## src/rtl/granth_crc_engine.sv

```systemverilog
// Bit-serial CRC datapath: latches a CRC configuration, folds message bytes in one bit per clock,
// and streams the finalised (reflected / XORed) result out one byte per cycle, LSB byte first.
module granth_crc_engine #(
  parameter int BITWIDTH = 64,
  parameter int CNTW     = 3
) (
  input  logic                clk,
  input  logic                rst,
  input  logic [BITWIDTH-1:0] cfg_poly,
  input  logic [BITWIDTH-1:0] cfg_init,
  input  logic [BITWIDTH-1:0] cfg_xor,
  input  logic [5:0]          cfg_width,
  input  logic                cfg_reflect_in,
  input  logic                cfg_reflect_out,
  input  logic                init_req,
  input  logic                msg_valid,
  input  logic [7:0]          msg_byte,
  output logic                msg_ready,
  input  logic                final_req,
  output logic                out_valid,
  output logic [7:0]          out_byte,
  output logic                busy
);

  localparam int WBITS = $clog2(BITWIDTH + 1);
  localparam int IW    = $clog2(BITWIDTH);

  typedef enum logic [1:0] {IDLE, SHIFT, OUTPUT} state_t;

  state_t              state_reg;
  logic [BITWIDTH-1:0] acc_reg, poly_reg, init_reg, xor_reg, res_reg;
  logic [5:0]          width_reg;
  logic                rin_reg, rout_reg;
  logic [7:0]          sh_reg;
  logic [CNTW-1:0]     cnt_reg;
  logic [WBITS-1:0]    idx_reg;

  // Effective widths: an encoded width of 0 means the full bus width.
  logic [WBITS-1:0]    w_lat, w_cfg, rev_sh, n_bytes;
  logic [IW-1:0]       top_idx;
  logic [BITWIDTH-1:0] mask_lat, mask_cfg, acc_rev_full, acc_rev;
  logic [BITWIDTH-1:0] acc_shift_next, res_next, res_shift;
  logic [7:0]          msg_rev;
  logic                fb;

  assign w_lat   = (width_reg == 6'd0) ? WBITS'(BITWIDTH) : WBITS'(width_reg);
  assign w_cfg   = (cfg_width == 6'd0) ? WBITS'(BITWIDTH) : WBITS'(cfg_width);
  assign rev_sh  = WBITS'(BITWIDTH) - w_lat;
  assign n_bytes = (w_lat + WBITS'(7)) >> 3;
  assign top_idx = IW'(w_lat - WBITS'(1));

  genvar gi;
  generate
    for (gi = 0; gi < BITWIDTH; gi++) begin : g_bits
      assign mask_lat[gi]     = (WBITS'(gi) < w_lat);
      assign mask_cfg[gi]     = (WBITS'(gi) < w_cfg);
      assign acc_rev_full[gi] = acc_reg[BITWIDTH-1-gi];
    end
    for (gi = 0; gi < 8; gi++) begin : g_byte_rev
      assign msg_rev[gi] = msg_byte[7-gi];
    end
  endgenerate

  // Reversing the whole bus then shifting down by (BITWIDTH-W) reverses bits [W-1:0] only.
  assign acc_rev        = acc_rev_full >> rev_sh;
  assign fb             = acc_reg[top_idx] ^ sh_reg[7];
  assign acc_shift_next = ((acc_reg << 1) ^ (fb ? poly_reg : '0)) & mask_lat;
  assign res_next       = ((rout_reg ? acc_rev : acc_reg) ^ xor_reg) & mask_lat;
  assign res_shift      = res_reg >> {idx_reg, 3'b000};

  assign msg_ready = (state_reg == IDLE) & ~init_req & ~final_req;
  assign busy      = (state_reg != IDLE);

  always_ff @(posedge clk or posedge rst) begin
    if (rst) begin
      state_reg <= IDLE;
      acc_reg   <= '0;
      poly_reg  <= '0;
      init_reg  <= '0;
      xor_reg   <= '0;
      res_reg   <= '0;
      width_reg <= 6'd32;
      rin_reg   <= 1'b0;
      rout_reg  <= 1'b0;
      sh_reg    <= '0;
      cnt_reg   <= '0;
      idx_reg   <= '0;
      out_valid <= 1'b0;
      out_byte  <= '0;
    end else begin
      case (state_reg)
        IDLE: begin
          if (init_req) begin
            poly_reg  <= cfg_poly;
            init_reg  <= cfg_init;
            xor_reg   <= cfg_xor;
            width_reg <= cfg_width;
            rin_reg   <= cfg_reflect_in;
            rout_reg  <= cfg_reflect_out;
            acc_reg   <= cfg_init & mask_cfg;
          end else if (final_req) begin
            res_reg   <= res_next;
            out_valid <= 1'b1;
            out_byte  <= res_next[7:0];
            idx_reg   <= WBITS'(1);
            state_reg <= OUTPUT;
          end else if (msg_valid) begin
            sh_reg    <= rin_reg ? msg_rev : msg_byte;
            cnt_reg   <= '0;
            state_reg <= SHIFT;
          end
        end
        SHIFT: begin
          acc_reg <= acc_shift_next;
          sh_reg  <= {sh_reg[6:0], 1'b0};
          cnt_reg <= cnt_reg + 1'b1;
          if (&cnt_reg) state_reg <= IDLE;
        end
        OUTPUT: begin
          if (idx_reg == n_bytes) begin
            out_valid <= 1'b0;
            out_byte  <= '0;
            state_reg <= IDLE;
          end else begin
            out_byte <= res_shift[7:0];
            idx_reg  <= idx_reg + 1'b1;
          end
        end
        default: state_reg <= IDLE;
      endcase
    end
  end

endmodule

```

## config.mk

```make
export PLATFORM = sky130hd
export DESIGN_NAME = granth_crc_engine
export DESIGN_NICKNAME = d
export VERILOG_FILES = /design/src/rtl/granth_crc_engine.sv
export SDC_FILE = /design/constraint.sdc
export NUM_CORES = 1
export LEC_CHECK = 0
export ABC_AREA = 1
export CAP_MARGIN = 40
export CORE_MARGIN = 8
export CORE_UTILIZATION = 45
export DETAILED_ROUTE_END_ITERATION = 12
export PLACE_DENSITY = 0.66
export SYNTH_ARGS = -nofsm -noshare
export SYNTH_HDL_FRONTEND = slang
export SYNTH_SLANG_ARGS = --single-unit
```

## constraint.sdc

```tcl
create_clock -name clk -period 10.3 [get_ports clk]
set_input_delay 1.545 -clock clk [delete_from_list [all_inputs] [get_ports clk]]
set_output_delay 1.545 -clock clk [all_outputs]
set_load 0.02 [all_outputs]
```

==> summary.md, run 1 <==
| Metric | Value |
|---|---|
| Vias per cell | 6.02 |
| Post-Route WL | 100000 µm |
| Max incr delay on CP | 0.63 ns |
| DRT Pass-1 Iters | 7 |
| # IOs | 224 |
| Min cycle time layout | 4.73 ns |
| P_leak | 12.1 nW |
| Area occupied by multi-input gates | 0.0116 mm² |
| Finish-stage setup viols | 0 |
| Pin count of the biggest net entering global routing | 111 |
| Min-Delay Path Class | flop to flop |
| Detail Placement HPWL | 77000 µm |
| Data arrival, critical path | 5.18 ns |
| Max-slew headroom | 31.1% |
| Peak supply drop | 0.133 mV |
| Mean Syn Cell Area | 6.31 µm² |
| First-pass GRT wire length | 147000 µm |
| P&R area growth vs syn | 19.0% |
| Sink Count | 293 |
| Final hold violations | 0 |
| Post-DRT Antenna Nets | 0 |
| Post-CTS setup buffers | 0 |
| Post-CTS Resized | 0 |
| Switch share | 33.2% |
| Worst Path Required | 10.74 ns |
| #FFs+latches synth | 293 |
| Max Fclk | 211 MHz |
| GP Congestion | 1.05 |
| Total grt overflow | 0 |
| Total die area | 0.0529 mm² |
| Syn Nets | 3483 |
| Clock power frac | 41.0% |
| Register Area | 0.00733 mm² |
| Crit share post-route | 46.0% |
| Int Pwr | 2.23 mW |
| CTS root buf | clkbuf_16 |
| Fin nets | 3609 |
| Combinational fraction of design power | 22.6% |
| CP Launch Type | flop |
| Worst Tran Pin Value | 1.02 ns |
| CORE AREA | 0.0453 mm² |
| Die width | 230 µm |
| Outcome | finished clean |
| CTS buffer count | 36 |
| Mapped cell area | 0.0206 mm² |
| Share of cells above drive strength 1 | 4.39% |
| GRT Total Usage | 36.5% |
| R2R Setup Slk | 5.57 ns |
| NetSw | 1.11 mW |
| Crit Path Max Fanout | 52 |
| CP max stage cell | dfrtp_1 |
| Die Span Y | 230 µm |
| Delay-heaviest family, CP | simple AND/OR/NAND/NOR gates |
| DRC viols | 0 |
| Clock Path Buffers | 3 |
| Max-cap violations | 0 |
| WS Path Type | flop to flop |
| IO buf count | 223 |
| Critical path endpoint category | flop |
| CP cell instances | nor2_4 -> nand3_4 -> nand2_4 -> buf_4 -> nand2_1 -> o21ai_0 -> o21ai_0 -> nand2_1 -> nand2_1 -> o211ai_1 -> o22ai_1 -> or2_2 -> nand4_1 -> nand2_1 |
| Count of pins over their slew limit | 0 |
| Hold_buf cts | 0 |
| Seq/Total Area, Yosys | 35.6% |
| Core Util, Final | 54.2% |
| Vias in the first global route | 22700 |
| Vias | 24200 |
| CTS H-tree lvls | 2 |
| FILL cells | 4519 |
| Ys Warns | 0 |
| Antenna violations before repair | 1 |
| Post-synthesis cell type count | 51 |
| Wirelength per Cell | 24.9 µm |
| RSZ-0062 raised after global routing | false |
| Sequential Power Share | 36.4% |
| Power Dens Cells | 136 mW/mm² |
| Initial DRC count | 3834 |
| Most numerous cell on the critical path | nand2_1 |
| Setup TNS | 0 ns |
| Worst Skew | 0.0179 ns |
| Row count | 78 |
| Clock slew seen by the registers of the worst setup and hold paths | 0.06 ns |
| Final Hold Slack | 0.483 ns |
| CTS tree | done |
| CP bufs+invs | 1 |
| Synth Instances | 3265 |
| Worst-Skew Late Latency | 0.56 ns |
| Starting Density | 45.5% |
cell usage in the layout (no fill, tap or decap), drive strengths merged, types with 7 or more instances in the layout:
master,synthesis,layout
o211ai,41,41
nand3,402,402
clkdlybuf4s50,0,223
o22ai,28,28
o31ai,8,8
inv,240,247
or2,9,9
a41oi,7,7
o21ai,331,331
nand4,22,22
nor2,235,235
nand2,1237,1237
clkinv,7,11
a31oi,23,23
a21boi,57,57
nor3,9,9
a22oi,8,8
a21oi,73,73
xnor2,8,8
buf,69,50
clkbuf,119,51
dfrtp,292,292
Yosys cell counts, drive strengths merged:
| cell | instances | area [µm²] |
|---|---|---|
| a32o | 1 | 10.0 |
| o211ai | 41 | 308 |
| a41oi | 7 | 61.3 |
| nand3 | 402 | 2030 |
| ha | 5 | 62.6 |
| o21a | 3 | 22.5 |
| nand4 | 22 | 138 |
| clkinv | 7 | 27.5 |
| nand2 | 1237 | 4670 |
| a41o | 1 | 10.0 |
| a21o | 1 | 7.51 |
| dfstp | 1 | 26.3 |
| o2111ai | 5 | 43.8 |
| o21ai | 331 | 1660 |
| o31ai | 8 | 60.1 |
| a22oi | 8 | 60.1 |
| a22o | 2 | 17.5 |
| a31oi | 23 | 144 |
| inv | 240 | 901 |
| and2 | 5 | 31.3 |
| xnor2 | 8 | 77.6 |
| xor2 | 4 | 35.0 |
| buf | 69 | 383 |
| o22ai | 28 | 175 |
| dfrtp | 292 | 7310 |
| nand3b | 5 | 37.5 |
| nor2 | 235 | 902 |
| or2 | 9 | 56.3 |
| nor3 | 9 | 45.0 |
| clkbuf | 119 | 447 |
| mux2i | 1 | 10.0 |
| a21oi | 73 | 365 |
| o221ai | 6 | 52.6 |
| a21boi | 57 | 428 |
per-layer routing:
metal / vias to the layer above / track usage (%) / part of all wire, %
li1: 10900 / - / -
met1: 11500 / 51.0 / 42
met2: 1558 / 53.2 / 42
met3: 243 / 8.58 / 11
met4: 2 / 16.2 / 4.9
met5: - / 0 / 0.013
logic make-up after synthesis:
logic type,Yosys count,share of synthesized area (%)
muxes,1,0.0486
buffers and inverters,435,8.53
and+or+nand+nor,1924,38.4
AOI/OAI and AO/OA,595,16.6
DFF,293,35.6
adders and majority gates,5,0.304
xor gates and xnor gates,12,0.546
per-stage QoR:
step	setup slack, ns	instances	area, µm²	power, mW
after floorplan	0.666	3265	20600	1.65
after global placement	5.46	3933	23100	1.95
after detailed placement	5.44	3949	23300	1.96
after CTS	5.68	4014	24500	3.31
after global routing	5.22	4018	24500	3.42
final	5.57	4019	24500	3.33
worst paths after layout:
check / start / end / cells after the start
max: width_reg[2] / res_reg[53] / 14
min: res_reg[16] / res_reg[16] / 2
max reg2reg: width_reg[2] / res_reg[53] / 14
min reg2reg: res_reg[16] / res_reg[16] / 2
max in group asynchronous: rst / poly_reg[37] / 5
min in group asynchronous: rst / res_reg[22] / 2
worst register-to-register path, stage by stage (launching register included):
cell,delay (ns)
dfrtp_1,0.63
nor2_4,0.24
nand3_4,0.44
nand2_4,0.63
buf_4,0.55
nand2_1,0.18
o21ai_0,0.18
o21ai_0,0.18
nand2_1,0.14
nand2_1,0.14
o211ai_1,0.61
o22ai_1,0.21
or2_2,0.32
nand4_1,0.09
nand2_1,0.07
final cells by class:
| type | count | area share (%) |
|---|---|---|
| Antenna cell | 1 | 0.0102 |
| Clock buffer | 48 | 4.23 |
| Clock inverter | 17 | 0.836 |
| Inverter | 247 | 3.81 |
| Multi-Input combinational cell | 2537 | 47.1 |
| Sequential cell | 293 | 29.9 |
| Tap cell | 600 | 3.06 |
| Timing Repair Buffer | 276 | 11.0 |
power groups by stage:
stage          Combinational, mW  Clock, mW  Sequential (mW)
2_1_floorplan              0.431          0             1.22
3_3_place_gp               0.715          0             1.23
3_5_place_dp               0.729          0             1.23
4_1_cts                    0.731       1.37             1.21
5_1_grt                    0.807       1.40             1.21
6_report                   0.755       1.37             1.21
Power figures use the tool's default switching activity.
==> run 2, diff against run 1 <==
--- a/config.mk
+++ b/config.mk
@@ -10,7 +10,7 @@
 export CORE_MARGIN = 8
 export CORE_UTILIZATION = 45
 export DETAILED_ROUTE_END_ITERATION = 12
-export PLACE_DENSITY = 0.66
+export PLACE_DENSITY = 0.68
 export SYNTH_ARGS = -nofsm -noshare
 export SYNTH_HDL_FRONTEND = slang
 export SYNTH_SLANG_ARGS = --single-unit
==> constraint.sdc (replaced) <==
create_clock -name clk -period 3.89 [get_ports clk]
set_input_delay 0.5835 -clock clk [delete_from_list [all_inputs] [get_ports clk]]
set_output_delay 0.5835 -clock clk [all_outputs]
set_load 0.02 [all_outputs]
==> run 2 against run 1 <==
Effect of this change: die area unchanged; core utilization up 0.63 points; total power rose to 2.6 times the previous value; combinational power rose to 2.8 times the previous value; flip-flop and latch count unchanged; non-clock buffer count up 44; sequential share of layout area down 0.34 points; first-iteration DRC count up 0.91%; clock power up 150%; register-to-register slack worse by 5.3 ns; worst hold slack worse by 0.091 ns; largest power group unchanged.
==> summary.md, run 2 (synthesis gave the netlist of run 1 again) <==
| Metric | Value |
|---|---|
| Share of cells above drive strength 1 | 5.38% |
| Wirelength per Cell | 25.3 µm |
| GRT Total Usage | 37.6% |
| GP Congestion | 1.09 |
| Peak supply drop | 0.320 mV |
| Antenna violations before repair | 0 |
| CTS H-tree lvls | 2 |
| Crit share post-route | 93.2% |
| CP Launch Type | flop |
| Min cycle time layout | 3.63 ns |
| Pin count of the biggest net entering global routing | 103 |
| Total die area | 0.0529 mm² |
| Non-Filler Instances | 4058 |
| Placed Cells | 3996 |
| Min-Delay Path Class | input pin to asynchronous set/reset pin |
| Starting Density | 45.5% |
| Initial DRC count | 3869 |
| R2R Setup Slk | 0.26 ns |
| Max incr delay on CP | 0.42 ns |
| Vias | 24500 |
| Data arrival, critical path | 4.09 ns |
| DRT Pass-1 Iters | 8 |
| Most numerous cell on the critical path | nand2_1 |
| P&R area growth vs syn | 20.4% |
| Sink Count | 293 |
| Crit Path Max Fanout | 29 |
| CP max stage cell | dfrtp_1 |
| Hold_buf cts | 0 |
| Power Dens Cells | 351 mW/mm² |
| P_leak | 12.2 nW |
| Count of pins over their slew limit | 0 |
| Metal3 WL | 9860 µm |
| Detailed-routing wirelength on met1 | 40300 µm |
| Detail Placement HPWL | 81500 µm |
| Max Fclk | 276 MHz |
| First-pass GRT wire length | 150000 µm |
| Vias per cell | 6.03 |
| Vias in the first global route | 23200 |
| Outcome | finished clean |
| Worst-Skew Late Latency | 0.57 ns |
| Row count | 78 |
| Core Util, Final | 54.8% |
| Clock Path Buffers | 3 |
| Total grt overflow | 0 |
| Die width | 230 µm |
| CP cell instances | inv_1 -> ha_1 -> nand3_4 -> nand2_4 -> buf_4 -> nand2_1 -> nand2_1 -> nand2_1 -> nand2_1 -> nand2_1 -> nand2_1 -> inv_1 -> nand2_1 -> nand3_1 -> a21oi_1 -> o21ai_0 -> nand3_1 -> nand3b_1 -> o21ai_0 |
| Worst Tran Pin Value | 0.914 ns |
| WS Path Type | flop to flop |
| Design Area, Final | 0.0248 mm² |
| CTS root buf | clkbuf_16 |
| Final Hold Slack | 0.392 ns |
| Most common cell after layout, fill and taps aside | nand2_1 |
| Post-Route WL | 103000 µm |
| Worst Skew | 0.0329 ns |
| Worst Path Required | 4.35 ns |
| RSZ-0062 raised after global routing | false |
| Post-DRT Antenna Nets | 0 |
| Critical path endpoint category | flop |
| # IOs | 224 |
| RR Startpoint | width_reg[1] |
| IO buf count | 223 |
| Most frequent cells in the layout | nand2_1, nand3_1, o21ai_0, dfrtp_1, inv_1 |
| CORE AREA | 0.0453 mm² |
| CTS buffer count | 35 |
| Final hold violations | 0 |
| Worst r2r dst | res_reg[16] |
| DR WL met2 | 45300 µm |
| DRC viols | 0 |
| R2R depth | 19 |
| Max-slew headroom | 38.4% |
| Highest routed metal layer | met4 |
| Max-cap violations | 0 |
| Clock slew seen by the registers of the worst setup and hold paths | 0.06 ns |
| Placed instance area | 0.0236 mm² |
| CTS tree | done |
| Die Span Y | 230 µm |
| Fin nets | 3652 |
| Finish-stage setup viols | 0 |
run 2: changes by cell type in the layout (fill, tap and decap cells not counted), sizes merged:
| cell | change |
|---|---|
| buf | +46 |
| bufinv | -2 |
| clkbuf | -2 |
| clkinv | +1 |
| clkinvlp | +1 |
| inv | -5 |
run 2: area by class of cell:
| type | instances | area [µm²] |
|---|---|---|
| fill | 4491 | 20500 |
| multi-input combinational | 2537 | 11600 |
| sequential | 293 | 7330 |
| timing repair buffer | 320 | 3070 |
| clock buffer | 48 | 1030 |
| inverter | 247 | 932 |
| tap | 600 | 751 |
| clock inverter | 12 | 145 |
| antenna | 1 | 2.50 |
run 2: through the flow:
step	setup TNS, ns	setup slack, ns	power [mW]
global route	0	0.0605	8.96
CTS	0	0.359	8.64
detailed placement	0	0.391	5.27
finish	0	0.265	8.70
global placement	0	0.407	5.26
floorplan	-169.89	-0.582	4.37
run 2: layer usage:
metal	up-vias	track usage, %
met5	-	0
met4	0	22.5
met3	293	6.61
met2	1551	57.7
met1	11600	49.1
li1	11000	-
run 2: worst max-delay path by stage:
stage                            start     endpoint  slack, ns  cells after the start
after floorplan                    rst   acc_reg[0]      -0.58                      1
after global placement    width_reg[1]  res_reg[16]       0.41                     19
after detailed placement  width_reg[1]  acc_reg[45]       0.39                     20
after CTS                 width_reg[1]  acc_reg[45]       0.36                     20
after global routing      width_reg[1]  res_reg[16]       0.06                     19
final                     width_reg[1]  res_reg[16]       0.26                     19
run 2: critical path, delay by kind of cell, from the launching register on:
family          cells  cell delay [ns]
compound gates      3             0.75
simple gates       12             1.63
fa+ha+maj           1             0.28
flops               1             0.42
buf+inv             3             0.43
run 2: timing repair:
| item | 4_1_cts | 5_1_grt |
|---|---|---|
| setup buffers | 0 | 0 |
| endpoints found under the setup margin | 0 | 2 |
| gates resized for setup | 0 | 1 |
run 2: report_power, final:
part           switching (mW)  internal [mW]
combinational            1.44          0.662
clock                    1.40           1.99
sequential             0.0823           3.13
total                    2.92           5.78
